<file path="src/rtl/stopwatch_pkg.sv">
// stopwatch_pkg: shared state type, BCD limit and preset sanitiser for the stopwatch core
package stopwatch_pkg;
   typedef enum logic [1:0] {IDLE, RUN, PAUSE} state_t;
   localparam logic [3:0] BCD_MAX = 4'd9;
   function automatic logic [3:0] bcd_sat(input logic [3:0] nibble);
      return (nibble > BCD_MAX) ? BCD_MAX : nibble;
   endfunction
endpackage

</file>
<file path="src/rtl/bcd_updown.sv">
// bcd_updown: combinational ripple BCD incrementer/decrementer across DIGITS digits
module bcd_updown import stopwatch_pkg::*; #(
   parameter int DIGITS = 6
) (
   input  logic [4*DIGITS-1:0] value,
   input  logic                dir,
   input  logic                en,
   output logic [4*DIGITS-1:0] result,
   output logic                wrap,
   output logic                zero
);
   logic [DIGITS:0] c;
   assign c[0] = en;
   for (genvar d = 0; d < DIGITS; d++) begin : g_dig
      logic [3:0] v;
      logic lim;
      assign v = value[4*d +: 4];
      assign lim = dir ? (v == 4'd0) : (v >= BCD_MAX);
      assign result[4*d +: 4] = !c[d] ? v : lim ? (dir ? BCD_MAX : 4'd0) : dir ? v - 4'd1 : v + 4'd1;
      assign c[d+1] = c[d] & lim;
   end
   assign wrap = c[DIGITS];
   assign zero = result == '0;
endmodule

</file>
<file path="src/rtl/stopwatch_lap_core.sv">
// stopwatch_lap_core: BCD stopwatch with tick divider, up/down count, lap memory and recall
module stopwatch_lap_core import stopwatch_pkg::*; #(
   parameter  int CLK_HZ  = 50_000_000,
   parameter  int TICK_HZ = 1000,
   parameter  int DIGITS  = 6,
   parameter  int LAPS    = 8,
   localparam int W       = 4 * DIGITS,
   localparam int IW      = (LAPS > 1) ? $clog2(LAPS) : 1,
   localparam int CW      = $clog2(LAPS + 1)
) (
   input  logic          clk,
   input  logic          rst_n,
   input  logic          key_start,
   input  logic          key_pause,
   input  logic          key_lap,
   input  logic          key_recall,
   input  logic          key_clear,
   input  logic          key_load,
   input  logic          mode_down,
   input  logic [W-1:0]  preset,
   output logic [W-1:0]  disp,
   output logic          disp_src,
   output logic [IW-1:0] lap_idx,
   output logic [CW-1:0] lap_count,
   output logic          lap_full,
   output logic          running,
   output logic          expired,
   output logic          overflow
);
   localparam int DIV = CLK_HZ / TICK_HZ;
   localparam int DW  = (DIV > 1) ? $clog2(DIV) : 1;
   state_t state, state_n;
   logic [W-1:0] count, count_n, step, pre;
   logic [W-1:0] laps [LAPS];
   logic [DW-1:0] div;
   logic [IW-1:0] idx_n;
   logic idle, tick, adv, expire, wrap, zero, dir, first, src_n;
   logic pa, la, re, ld, cl;
   assign idle     = state == IDLE;
   assign running  = state == RUN;
   assign lap_full = lap_count == CW'(LAPS);
   assign tick     = running && div == DW'(DIV - 1);
   // Only applicable keys compete; start always applies
   assign pa = key_pause && !idle && !key_start;
   assign la = key_lap && !idle && !lap_full && !key_start && !key_pause;
   assign re = key_recall && idle && lap_count != '0 && !key_start;
   assign ld = key_load && idle && !key_start && !re;
   assign cl = key_clear && idle && !key_start && !re && !key_load;
   assign adv    = tick && !key_start && !key_pause;
   assign expire = adv && dir && (zero || wrap);
   bcd_updown #(.DIGITS(DIGITS)) u_step (
      .value (count),
      .dir   (dir),
      .en    (1'b1),
      .result(step),
      .wrap  (wrap),
      .zero  (zero)
   );
   always_comb begin
      pre = '0;
      for (int i = 0; i < DIGITS; i++) pre[4*i +: 4] = bcd_sat(preset[4*i +: 4]);
   end
   always_comb begin
      state_n = key_start ? (idle ? RUN : IDLE) : pa ? (running ? PAUSE : RUN) : expire ? IDLE : state;
      count_n = ld ? pre : cl ? '0 : adv ? (expire ? '0 : step) : count;
      idx_n   = cl ? '0 : !re ? lap_idx : (!first || (CW'(lap_idx) + CW'(1)) == lap_count) ? '0 : lap_idx + IW'(1);
      src_n   = re ? 1'b1 : (key_start || pa || la || ld || cl) ? 1'b0 : disp_src;
   end
   always_ff @(posedge clk or negedge rst_n) begin
      if (!rst_n) begin
         state     <= IDLE;
         count     <= '0;
         div       <= '0;
         disp      <= '0;
         disp_src  <= 1'b0;
         lap_idx   <= '0;
         lap_count <= '0;
         expired   <= 1'b0;
         overflow  <= 1'b0;
         dir       <= 1'b0;
         first     <= 1'b0;
      end else begin
         state     <= state_n;
         count     <= count_n;
         div       <= (idle || tick) ? '0 : running ? div + DW'(1) : div;
         disp      <= src_n ? laps[idx_n] : count_n;
         disp_src  <= src_n;
         lap_idx   <= idx_n;
         lap_count <= cl ? '0 : lap_count + CW'(la);
         expired   <= expire || (expired && !cl && !(key_start && idle));
         overflow  <= (adv && !dir && wrap) || (overflow && !cl);
         dir       <= idle ? mode_down : dir;
         first     <= idle && !key_start && (first || re);
      end
   end
   // Lap storage needs no reset; writes are gated by a non-IDLE state, which reset forces
   always_ff @(posedge clk) begin
      if (la) laps[IW'(lap_count)] <= count;
   end
endmodule

</file>
<file path="config.mk">
export PLATFORM = sky130hd
export DESIGN_NAME = stopwatch_lap_core
export DESIGN_NICKNAME = d
export VERILOG_FILES = /design/src/rtl/stopwatch_pkg.sv /design/src/rtl/bcd_updown.sv /design/src/rtl/stopwatch_lap_core.sv
export SDC_FILE = /design/constraint.sdc
export NUM_CORES = 1
export LEC_CHECK = 0
export CORE_MARGIN = 2
export CORE_UTILIZATION = 60
export CTS_CLUSTER_SIZE = 24
export DETAILED_ROUTE_END_ITERATION = 16
export MAX_ROUTING_LAYER = met4
export PLACE_DENSITY = 0.8
export SLEW_MARGIN = 15
export SYNTH_ARGS = -nofsm -noshare
export SYNTH_HDL_FRONTEND = slang
export SYNTH_SLANG_ARGS = --single-unit
</file>
<file path="constraint.sdc">
create_clock -name clk -period 4.4 [get_ports clk]
set_clock_uncertainty 0.1 [all_clocks]
set_input_delay 0.88 -clock clk [delete_from_list [all_inputs] [get_ports clk]]
set_output_delay 0.88 -clock clk [all_outputs]
set_load 0.005 [all_outputs]
</file>
==> impl_results.md <==
- Vias in the first global route: 8,925
- Final wirelength: 32,000 um
- Routability Congestion: 0.872
- Metal2 WL: 15,100 um
- Area grow syn2layout: 16.0%
- Max-cap violations: 0
- Syn Area/Cell: 11.8 um2
- Wire length per cell: 22.4 um
- Uppermost routed layer: met4
- Worst min path class: in2async
- R2R Setup Slk: 0.61 ns
- Total number of yosys warnings: 0
- IO buf count: 68
- CP bufs+invs: 1
- N_diodes: 0
- CP endpoint kind: flop
- Rows: 52
- HPWL Detailed: 20,200 um
- Initial Util: 0.615
- Final setup vio count: 0
- Cell Int Power: 5.40 mW
- Worst-case clock buffer depth: 3
- Syn_nets: 1,112
- First-pass GRT wire length: 49,800 um
- WS Path Type: reg2reg
- Crit path DAT: 4.11 ns
- Clock share of power: 0.284
- Num CTS Buffers: 27
- Post-CTS Repair Setup Buffers: 0
- Largest net degree at the start of global routing: 69
- Final core occ: 0.713
- CTS Hold Bufs: 0
- Clock network latency to the later pin of the worst-skew pair: 0.53 ns
- Post-Place Worst Slack: 0.416 ns
- Ys async rst share: 0.289
- Top FF cell, synth: edfxtp_1
- Syn Inst Count: 1,057
- Crit path launch type: flop
- Fin crit period: 3.79 ns
- Reg2Reg Depth: 9
- Clock sink total: 270
- Fill cells: 1,370
- Number of synthesized flops with an enable pin: 192
- RSZ-0062 raised after global routing: no
- DR WL met3: 3210 um
- R2R Path End: disp[7]
- DR pass1 iterations: 5
- Static Leak: 5.57 nW
- Layout Nets: 1,196
- Fin Setup TNS: 0 ns
- Vias/cell: 6.48
- Crit-path max FO: 23
- Fmax: 264 MHz
- Logic gate share of total power: 0.253
- Dpl cells: 1,382
- Tot Pwr: 7.91 mW
- Slowest stage cell, crit path: dfrtp_1
- Reg-to-Reg Start: dir
- Commonest non-fill, non-tap cell in the layout: nand2_1
- Slowest stage delay, CP: 0.91 ns
- Final Hold Vio Count: 0
- H-tree levels: 1
- Initial antenna violation count: 0
- Worst-Margin Slew: 0.842 ns
- P_sw: 2.51 mW
- ANT nets after route: 0
- Final worst slack: 0.605 ns
- Chip height: 148 um
- Die Wd: 148 um
- Ratio of cells with drive above 1 in the final layout: 0.102
- Clk root buf: clkbuf_16
- Delay-heaviest family, CP: simple AND/OR/NAND/NOR gates
- Gr ovfl total: 0
- Peak supply drop: 387 uV
- Setup crit end: disp[7]
- Post-CTS sizing: 0
- CTS clk-pin slew, worst paths: 0.06 ns
- Crit path depth: 9
- IO Pins: 69
- CTS tree: yes
- Switching Fraction: 0.318
- Final period utilization: 0.862
- Drt drc: 0
- Cell Chain, Critical Path: buf_4, nor2b_1, mux2i_1, or4_4, nor4_2, nor2_1, a221oi_1, nor3_1, o21a_1
- Commonest non-fill, non-tap cells in the layout: 198 x nand2_1, 192 x edfxtp_1, 78 x dfrtp_1
- Core Area: 20,400 um2
- WL met1: 12,400 um
- Post-Syn Area: 12,500 um2
- Die Area: 22,000 um2
- Via count: 9,267
- Rel. slew slack: 0.422
- Sequential power share: 0.463
- Crit path required time: 4.71 ns
- Power density over the cells: 544 nW/um2
- Slew Limit Fails: 0
- Status: complete, no violations
- Iter 0 DRT Violations: 890
- Gr usage total: 0.305
- Synth cell types: 72
- Seq cells post-synth: 270
- Layout Cells excl Fill: 1,430
- Worst Setup SP: dir
- Post-synthesis sequential area ratio: 0.617
worst min path at each step:
stage	startpoint	endpoint	depth (start not counted)
6_report	rst_n	lap_count[2]	1
3_3_place_gp	first	first	2
3_5_place_dp	expired	expired	1
4_1_cts	rst_n	lap_count[0]	1
5_1_grt	rst_n	lap_idx[1]	1
2_1_floorplan	first	first	2
synth_stat cells, types with 16 or more instances:
| cell | count | area (um2) |
|---|---|---|
| mux2i_1 | 36 | 360 |
| a211oi_1 | 23 | 173 |
| a21oi_1 | 22 | 110 |
| nand3_1 | 27 | 135 |
| ha_1 | 16 | 200 |
| a211o_1 | 16 | 140 |
| xor2_1 | 16 | 140 |
| a31oi_1 | 26 | 163 |
| nand2_1 | 198 | 743 |
| edfxtp_1 | 192 | 5770 |
| clkbuf_1 | 44 | 165 |
| nor2_1 | 59 | 221 |
| and3_1 | 46 | 288 |
| o21a_1 | 21 | 158 |
| dfrtp_1 | 78 | 1950 |
| o21ai_0 | 35 | 175 |
flip-flops by register name, indices dropped and copies added, names as in the netlist:
| name | flops |
|---|---|
| laps | 192 |
| disp | 24 |
| disp_src | 1 |
| state | 2 |
| overflow | 1 |
| count | 24 |
| expired | 1 |
| div | 16 |
| lap_idx | 3 |
| dir | 1 |
| lap_count | 4 |
| first | 1 |
power groups by stage:
stage | logic, mW | clock network [mW] | registers [mW]
2_1_floorplan | 1.30 | 0 | 3.52
3_3_place_gp | 1.91 | 0 | 3.69
3_5_place_dp | 1.95 | 0 | 3.70
6_report | 2.00 | 2.25 | 3.66
5_1_grt | 2.19 | 2.36 | 3.71
4_1_cts | 1.98 | 2.26 | 3.66
layout make-up:
cell class | count | area (um2) | share of cell area
Tap cell | 270 | 338 | 0.0233
Clock inverter | 12 | 129 | 0.00887
Inverter | 9 | 35.0 | 0.00241
Sequential cell | 270 | 7720 | 0.531
Clock buffer | 36 | 729 | 0.0502
Timing Repair Buffer | 110 | 1010 | 0.0693
Multi-Input combinational cell | 723 | 4570 | 0.315
logic make-up (layout without fill, tap and decap cells):
group	after synthesis	count (layout)	share of synthesized area
flops	270	270	0.617
fa+ha+maj	22	22	0.0256
compound gates	220	220	0.127
xor+xnor	23	23	0.0172
buf+inv	64	167	0.0212
simple gates	417	417	0.159
mux	41	41	0.0333
per-stage QoR:
step,hold slack [ns],cell area (um2)
2_1_floorplan,0.358,12500
3_3_place_gp,0.384,13700
3_5_place_dp,0.401,13700
4_1_cts,0.354,14500
5_1_grt,0.389,14500
6_report,0.340,14500
routing by layer:
metal / vias to the layer above / global-route usage
met5: - / -
met4: 0 / 0.103
met3: 107 / 0.0561
met2: 541 / 0.483
met1: 4512 / 0.403
li1: 4107 / -
worst register-to-register path, cell delays in order, from the launching register on:
cell and delay, ns:
dfrtp_1 0.91, buf_4 0.33, nor2b_1 0.22, mux2i_1 0.13, or4_4 0.60, nor4_2 0.45, nor2_1 0.16, a221oi_1 0.41
nor3_1 0.17, o21a_1 0.20
(Power assumes the default switching activity.)
